**src/rtl/aud_player_if.sv**
```systemverilog
// aud_player_if: signal bundle between the play controller/SRAM mux, the codec
// pins and the I2S transmitter aud_player.
//
// Handshake semantics: there is no valid/ready pair. Timing is set by the
// codec frame. The transmitter samples every input on the falling edge of BCLK.
// i_sram_data must be valid combinationally for the current o_address.
// i_start, i_pause and i_stop are level-sampled commands. o_done is a one-cycle
// pulse.
//
// Signals (named from the transmitter's point of view):
//   i_lrc        codec DACLRCK, 1 = right slot
//   i_start      start from IDLE / resume from PAUSE
//   i_pause      pause playback
//   i_stop       abort playback
//   i_fast       advance address by i_speed+1 per sample
//   i_slow       repeat each sample i_speed+1 times
//   i_speed      rate factor minus one
//   i_end_addr   last valid sample address (inclusive)
//   i_sram_data  SRAM read data for o_address
//   o_address    SRAM read address of the current sample
//   o_dacdat     serial data to codec DACDAT
//   o_playing    1 while in WAIT/SEND/HOLD
//   o_done       one-cycle pulse when the end address is passed
//   dbg_state    FSM state for checkers
interface aud_player_if #(
  parameter int ADDR_W = 20,
  parameter int DATA_W = 16
);
  logic              i_lrc;
  logic              i_start;
  logic              i_pause;
  logic              i_stop;
  logic              i_fast;
  logic              i_slow;
  logic [2:0]        i_speed;
  logic [ADDR_W-1:0] i_end_addr;
  logic [DATA_W-1:0] i_sram_data;
  logic [ADDR_W-1:0] o_address;
  logic              o_dacdat;
  logic              o_playing;
  logic              o_done;
  logic [2:0]        dbg_state;

  modport master (
    output i_lrc, i_start, i_pause, i_stop, i_fast, i_slow, i_speed,
           i_end_addr, i_sram_data,
    input  o_address, o_dacdat, o_playing, o_done, dbg_state
  );

  modport slave (
    input  i_lrc, i_start, i_pause, i_stop, i_fast, i_slow, i_speed,
           i_end_addr, i_sram_data,
    output o_address, o_dacdat, o_playing, o_done, dbg_state
  );
endinterface

```
**src/rtl/aud_player.sv**
```systemverilog
// aud_player: I2S transmitter for the codec DAC path.
// It reads 16-bit samples from SRAM and shifts them MSB-first onto DACDAT in
// the right-channel slot. The left slot carries 0.
// It supports pause/resume/stop and variable-rate playback:
//   - fast mode skips addresses.
//   - slow mode repeats each sample.
//
// Ports:
//   i_bclk   codec bit clock; every flop updates on its falling edge
//   i_rst_n  asynchronous active-low reset
//   bus      aud_player_if.slave (commands, rate control, SRAM, DACDAT, status)
module aud_player #(
  parameter int ADDR_W = 20,
  parameter int DATA_W = 16
) (
  input  logic         i_bclk,
  input  logic         i_rst_n,
  aud_player_if.slave  bus
);

  localparam int BW = $clog2(DATA_W);
  localparam int SW = ADDR_W + 1;

  typedef enum logic [2:0] {
    S_IDLE  = 3'd0,
    S_WAIT  = 3'd1,
    S_SEND  = 3'd2,
    S_HOLD  = 3'd3,
    S_PAUSE = 3'd4
  } state_t;

  state_t            state_q, state_d;
  logic [ADDR_W-1:0] addr_q, addr_d;
  logic [DATA_W-1:0] shift_q, shift_d;
  logic [BW-1:0]     bitcnt_q, bitcnt_d;
  logic [2:0]        rep_q, rep_d;
  logic              dacdat_q, dacdat_d;
  logic              done_q, done_d;
  logic              lrc_q;

  logic              re;
  logic              active;
  logic [SW-1:0]     next_sum;
  logic [2:0]        next_rep;
  logic              past_end;

  // Right-slot edge: LRC seen high now, low on the previous falling edge.
  assign re     = bus.i_lrc & ~lrc_q;
  assign active = (state_q == S_WAIT) || (state_q == S_SEND) || (state_q == S_HOLD);

  // Candidate next address. It is one bit wider so that a wrap past the top of
  // the address space counts as "past the end".
  always_comb begin
    next_rep = '0;
    next_sum = {1'b0, addr_q} + SW'(1);
    if (bus.i_fast) begin
      next_sum = {1'b0, addr_q} + SW'(bus.i_speed) + SW'(1);
    end else if (bus.i_slow) begin
      if (rep_q != bus.i_speed) begin
        next_sum = {1'b0, addr_q};
        next_rep = rep_q + 3'd1;
      end
    end
    past_end = next_sum[ADDR_W] || (next_sum[ADDR_W-1:0] > bus.i_end_addr);
  end

  always_comb begin
    state_d  = state_q;
    addr_d   = addr_q;
    shift_d  = shift_q;
    bitcnt_d = bitcnt_q;
    rep_d    = rep_q;
    dacdat_d = 1'b0;
    done_d   = 1'b0;

    if (bus.i_stop) begin
      state_d = S_IDLE;
      addr_d  = '0;
      rep_d   = '0;
    end else if (bus.i_pause) begin
      // The address is held, so the discarded in-flight sample replays whole.
      if (active) state_d = S_PAUSE;
    end else begin
      case (state_q)
        S_IDLE: begin
          if (bus.i_start) begin
            state_d = S_WAIT;
            addr_d  = '0;
          end
        end
        S_WAIT: begin
          if (re) begin
            // The MSB goes out on the RE edge itself, giving one BCLK of I2S delay.
            shift_d  = bus.i_sram_data;
            dacdat_d = bus.i_sram_data[DATA_W-1];
            bitcnt_d = BW'(DATA_W - 2);
            state_d  = S_SEND;
          end
        end
        S_SEND: begin
          if (!bus.i_lrc) begin
            // The slot ended early, so the remaining bits are dropped.
            state_d = S_HOLD;
          end else begin
            dacdat_d = shift_q[bitcnt_q];
            if (bitcnt_q == '0) state_d = S_HOLD;
            else                bitcnt_d = bitcnt_q - BW'(1);
          end
        end
        S_HOLD: begin
          if (past_end) begin
            done_d  = 1'b1;
            addr_d  = '0;
            rep_d   = '0;
            state_d = S_IDLE;
          end else begin
            addr_d  = next_sum[ADDR_W-1:0];
            rep_d   = next_rep;
            state_d = S_WAIT;
          end
        end
        S_PAUSE: begin
          if (bus.i_start) state_d = S_WAIT;
        end
        default: state_d = S_IDLE;
      endcase
    end
  end

  always_ff @(negedge i_bclk or negedge i_rst_n) begin
    if (!i_rst_n) begin
      state_q  <= S_IDLE;
      addr_q   <= '0;
      shift_q  <= '0;
      bitcnt_q <= '0;
      rep_q    <= '0;
      dacdat_q <= 1'b0;
      done_q   <= 1'b0;
      lrc_q    <= 1'b0;
    end else begin
      state_q  <= state_d;
      addr_q   <= addr_d;
      shift_q  <= shift_d;
      bitcnt_q <= bitcnt_d;
      rep_q    <= rep_d;
      dacdat_q <= dacdat_d;
      done_q   <= done_d;
      lrc_q    <= bus.i_lrc;
    end
  end

  assign bus.o_address = addr_q;
  assign bus.o_dacdat  = dacdat_q;
  assign bus.o_done    = done_q;
  assign bus.o_playing = active;
  assign bus.dbg_state = state_q;

endmodule

```
**src/flat_wrapper.sv**
```systemverilog
// flat-port wrapper written by rule: the top's interface ports become plain ports
module aud_player_flat 
#(
  parameter int ADDR_W = 20,
  parameter int DATA_W = 16
)
  (i_bclk, i_rst_n, bus_i_lrc, bus_i_start, bus_i_pause, bus_i_stop, bus_i_fast, bus_i_slow, bus_i_speed, bus_i_end_addr, bus_i_sram_data, bus_o_address, bus_o_dacdat, bus_o_playing, bus_o_done, bus_dbg_state);
  aud_player_if #(.ADDR_W(ADDR_W), .DATA_W(DATA_W)) bus_i ();
  input  logic i_bclk;
  input  logic i_rst_n;
  input wire logic [$bits(bus_i.i_lrc)-1:0] bus_i_lrc;
  input wire logic [$bits(bus_i.i_start)-1:0] bus_i_start;
  input wire logic [$bits(bus_i.i_pause)-1:0] bus_i_pause;
  input wire logic [$bits(bus_i.i_stop)-1:0] bus_i_stop;
  input wire logic [$bits(bus_i.i_fast)-1:0] bus_i_fast;
  input wire logic [$bits(bus_i.i_slow)-1:0] bus_i_slow;
  input wire logic [$bits(bus_i.i_speed)-1:0] bus_i_speed;
  input wire logic [$bits(bus_i.i_end_addr)-1:0] bus_i_end_addr;
  input wire logic [$bits(bus_i.i_sram_data)-1:0] bus_i_sram_data;
  output wire logic [$bits(bus_i.o_address)-1:0] bus_o_address;
  output wire logic [$bits(bus_i.o_dacdat)-1:0] bus_o_dacdat;
  output wire logic [$bits(bus_i.o_playing)-1:0] bus_o_playing;
  output wire logic [$bits(bus_i.o_done)-1:0] bus_o_done;
  output wire logic [$bits(bus_i.dbg_state)-1:0] bus_dbg_state;
  assign bus_i.i_lrc = bus_i_lrc;
  assign bus_i.i_start = bus_i_start;
  assign bus_i.i_pause = bus_i_pause;
  assign bus_i.i_stop = bus_i_stop;
  assign bus_i.i_fast = bus_i_fast;
  assign bus_i.i_slow = bus_i_slow;
  assign bus_i.i_speed = bus_i_speed;
  assign bus_i.i_end_addr = bus_i_end_addr;
  assign bus_i.i_sram_data = bus_i_sram_data;
  assign bus_o_address = bus_i.o_address;
  assign bus_o_dacdat = bus_i.o_dacdat;
  assign bus_o_playing = bus_i.o_playing;
  assign bus_o_done = bus_i.o_done;
  assign bus_dbg_state = bus_i.dbg_state;
  aud_player #(.ADDR_W(ADDR_W), .DATA_W(DATA_W)) u_core (.i_bclk(i_bclk), .i_rst_n(i_rst_n), .bus(bus_i));
endmodule
```
**config.mk**
```make
export PLATFORM = sky130hd
export DESIGN_NAME = aud_player_flat
export DESIGN_NICKNAME = d
export VERILOG_FILES = /design/src/rtl/aud_player_if.sv /design/src/rtl/aud_player.sv /design/src/flat_wrapper.sv
export SDC_FILE = /design/constraint.sdc
export NUM_CORES = 1
export LEC_CHECK = 0
export CORE_UTILIZATION = 52
export DETAILED_ROUTE_END_ITERATION = 8
export GPL_ROUTABILITY_DRIVEN = 1
export GPL_TIMING_DRIVEN = 0
export PLACE_DENSITY = 0.89
export SYNTH_ARGS = -nofsm -noshare
export SYNTH_HDL_FRONTEND = slang
export SYNTH_SLANG_ARGS = --single-unit
```
**constraint.sdc**
```tcl
create_clock -name i_bclk -period 5.2 [get_ports i_bclk]
set_input_delay 0.52 -clock i_bclk [delete_from_list [all_inputs] [get_ports i_bclk]]
set_output_delay 0.52 -clock i_bclk [all_outputs]
set_load 0.01 [all_outputs]
```
==> flow_summary.json <==
{
  "post_dp_cell_area_sq_um": 4289,
  "clk_pin_slew_worst_paths_ns": 0.07,
  "yosys.area_share.simple_pct": 18.15,
  "dieArea_sq_um": 6904,
  "port_buffers": 72,
  "p_comb_share_pct": 22.4,
  "antenna_cells": 0,
  "cts_buffers": 5,
  "post_synth_mux_area_share_pct": 9.074,
  "min_to": "u_core.shift_q[14]",
  "dr.first_iter.drc_count": 360,
  "synth_most_common_cell": "dfrtn_1",
  "synthArstFlopShare_pct": 100.0,
  "place_congestion": 0.8883,
  "htreeDepth": 2,
  "reg2reg_to": "u_core.bus.o_done",
  "path_cells": "buf_8 > nand3b_1 > or4_4 > a31oi_4 > buf_6 > nand3_2 > xnor2_2 > ha_1 > nand4_1 > nor4_4 > nand4_1 > buf_4 > a32oi_4 > and2_4 > buf_16 > nor2_2",
  "avgSynthCellArea_sq_um": 9.687,
  "grt_max_degree": 37,
  "hp-start": "u_core.shift_q[14]",
  "critPathTopFamily": "simple AND/OR/NAND/NOR gates",
  "slew-limit-headroom_pct": 48.12,
  "chipHeight_um": 83.09,
  "cts_buffer_depth": 2,
  "nets": 549,
  "rsz0062_at_grt": "true",
  "ant_nets": 0,
  "syn_inst": 353,
  "drv_cap": 0,
  "grt_antenna_before_repair": 0,
  "swShare_pct": 30.53,
  "yosysWarningCount": 0,
  "tritoncts": "yes",
  "clkLatencyLatePin_ns": 0.32,
  "yosys-top-cells-count": "dfrtn_1 (49), nand2_1 (29), ha_1 (26), inv_1 (26), nor2_1 (21)",
  "io-pin-count": 73,
  "initial_utilization_pct": 53.85,
  "r2r-start": "u_core.bus.o_address[1]",
  "crit_path_top_delay_cell": "or4_4",
  "cp.required_ns": 2.75,
  "holdPathStages": 1,
  "worst-path-buf-inv": 4,
  "seqPwrFrac_pct": 49.7,
  "wl_per_cell_um": 22.08,
  "rrSetupSlack_ns": 0.73,
  "post-dp-hpwl_mm": 6.477,
  "synth_top_family_by_area": "simple AND/OR/NAND/NOR gates",
  "power_density_nw_per_um2": 178.9,
  "ir_drop_v": 0.0001687,
  "finalHoldViolations": 0,
  "synth_cell_types": 53,
  "synth_area_leaders": "dfrtn_1 (36%), ha_1 (9.5%), mux2_2 (5.3%), a32o_1 (4.4%), xnor2_1 (4.4%)",
  "violations": "design-rule violations, negative setup slack",
  "fin_util_pct": 79.63,
  "clkSinkCount": 49,
  "clockPowerShare_pct": 27.9,
  "power_switching_w": 0.0002761,
  "hp-class": "reg2reg",
  "fin_skew_ns": 0.01015,
  "crit_type": "in2reg",
  "yosys_register_bits": 49,
  "critPathMaxStageDelay_ns": 0.59,
  "drive_above_1_share_pct": 27.10,
  "place_inst": 503,
  "vias": 3615,
  "synth_top_area_share_pct": 35.86,
  "cp_common_cell": "nand4_1",
  "synth_compound_area_share_pct": 15.99,
  "ys_seq_area_share_pct": 35.86,
  "via_per_inst": 6.537,
  "synth_edf_count": 0,
  "leakage_nw": 2.228,
  "setup_slack_ns": -1.305,
  "wirelength_mm": 12.21,
  "final_area_sq_um": 5056,
  "post-synth-top-area-cell": "dfrtn_1",
  "synth-xor-area-share_pct": 5.635,
  "worst_slew_pin_slew_ns": 0.7723,
  "drv_slew": 0,
  "syn-num-nets": 427,
  "dr.pass1.iters": 7,
  "grt_pass1_vias": 3531,
  "setup_violations": 25,
  "cp_max_fo": 5,
  "rows": 29,
  "core_sq_um": 6350,
  "grt_pass1_wl_mm": 17.07,
  "p_int_w": 0.0006284,
  "drc_errors": 2,
  "die_x_um": 83.09,
  "syn-cell-area_sq_um": 3420,
  "reg2reg_depth": 16,
  "overflow": 0,
  "start_kind": "primary input",
  "cts_root_buffer": "clkbuf_8",
  "track_usage_pct": 31.03,
  "end_kind": "flop",
  "synth_fa_ha_area_share_pct": 10.10,
  "area_growth_pct": 47.86,
  "crit_arrival_ns": 4.06,
  "outcome": "complete, but fails checks",
  "synth_ff_type": "dfrtn_1",
  "finalPower_w": 0.0009045,
  "finalNonFillerCells": 553
}
[cell type report]
cell class | count | area (sq um)
multi-input combinational | 262 | 2345
fill | 348 | 1294
sequential | 49 | 1226
timing repair buffer | 116 | 1111
inverter | 26 | 97.59
tap | 77 | 96.34
buffer | 15 | 86.33
clock buffer | 5 | 68.82
clock inverter | 3 | 25.02
[worst register-to-register path: stages (launching register included)]
cell,delay [ns]
dfrtn_1,0.63
ha_1,0.29
nand3b_1,0.13
or4_4,0.59
a31oi_4,0.28
buf_6,0.14
nand3_2,0.09
xnor2_2,0.18
ha_1,0.31
nand4_1,0.18
nor4_4,0.42
nand4_1,0.20
buf_4,0.19
a32oi_4,0.21
and2_4,0.27
buf_16,0.14
nor2_2,0.03
[flip-flops by register name, summed over array words and instances, names as in the netlist]
signal and cells:
u_core.bitcnt_q 4, u_core.rep_q 3, u_core.bus.o_address 20, u_core.bus.o_dacdat 1, u_core.bus.o_done 1, u_core.bus.dbg_state 3, u_core.shift_q 16, u_core.lrc_q 1
[how the worst max path moves through the flow]
stage	from	end	slack [ns]	depth (start not counted)
2_1_floorplan	bus_i_speed[0]	u_core.bus.o_done	-1.08	15
3_3_place_gp	bus_i_fast	u_core.bus.o_done	-2.21	17
3_5_place_dp	bus_i_fast	u_core.bus.o_done	-2.24	17
4_1_cts	bus_i_speed[0]	u_core.bus.o_address[13]	-0.96	17
5_1_grt	bus_i_fast	u_core.bus.o_address[13]	-1.52	18
6_report	bus_i_fast	u_core.bus.o_done	-1.30	16
[cells by family after synthesis]
logic type	after synthesis
AND/OR/NAND/NOR	118
multiplexers	24
XOR/XNOR	22
flip-flops	49
adder cells (fa/ha/maj)	27
buffers and inverters	43
AO/OA/AOI/OAI	70
[stage by stage]
step                      setup TNS [ns]  hold slack [ns]  worst slack (ns)
after floorplan                   -23.15           0.4344            -1.079
after CTS                         -22.99           0.4531           -0.9635
after detailed placement          -53.27           0.4522            -2.235
after global placement            -66.32           0.4439            -2.206
after global routing              -33.05           0.4679            -1.519
final                             -30.57           0.4504            -1.305
[routing by layer]
layer	vias up	wire, um	share of wire, %	global-route usage, %
met5	-	0	0	0
met3	82	1025	8.4	5.964
li1	1544	-	-	-
met2	262	6041	49	54.69
met1	1727	4361	36	35.29
met4	0	782	6.4	16.93
[repair_timing]
item                       CTS  global route
pin swaps                   33            38
setup buffers               24            18
hold buffers                 0             0
setup endpoints to repair   25            25
resized for setup           50            36
gates cloned                 1             1
[layout by cell type (no fill, tap or decap), types with 7 or more instances in the layout]
cell	instances
buf_4	34
clkdlybuf4s50_1	67
a21oi_1	15
inv_1	25
xnor2_2	8
nor2_1	19
o21ai_0	8
nand2_1	26
a32o_1	15
dfrtn_1	49
nor3_1	7
ha_1	23
xnor2_1	9
nand4_1	11
mux2_2	16
clkbuf_1	11
buf_6	11
[power groups by stage]
stage / Combinational, W / Clock [W] / Sequential [W]
finish: 0.000202 / 0.000253 / 0.000450
global placement: 0.000169 / 0 / 0.000451
floorplan: 0.000105 / 0 / 0.000445
CTS: 0.000186 / 0.000252 / 0.000449
global route: 0.000220 / 0.000269 / 0.000454
detailed placement: 0.000180 / 0 / 0.000456
No activity file was read; power rests on OpenSTA's default activity.
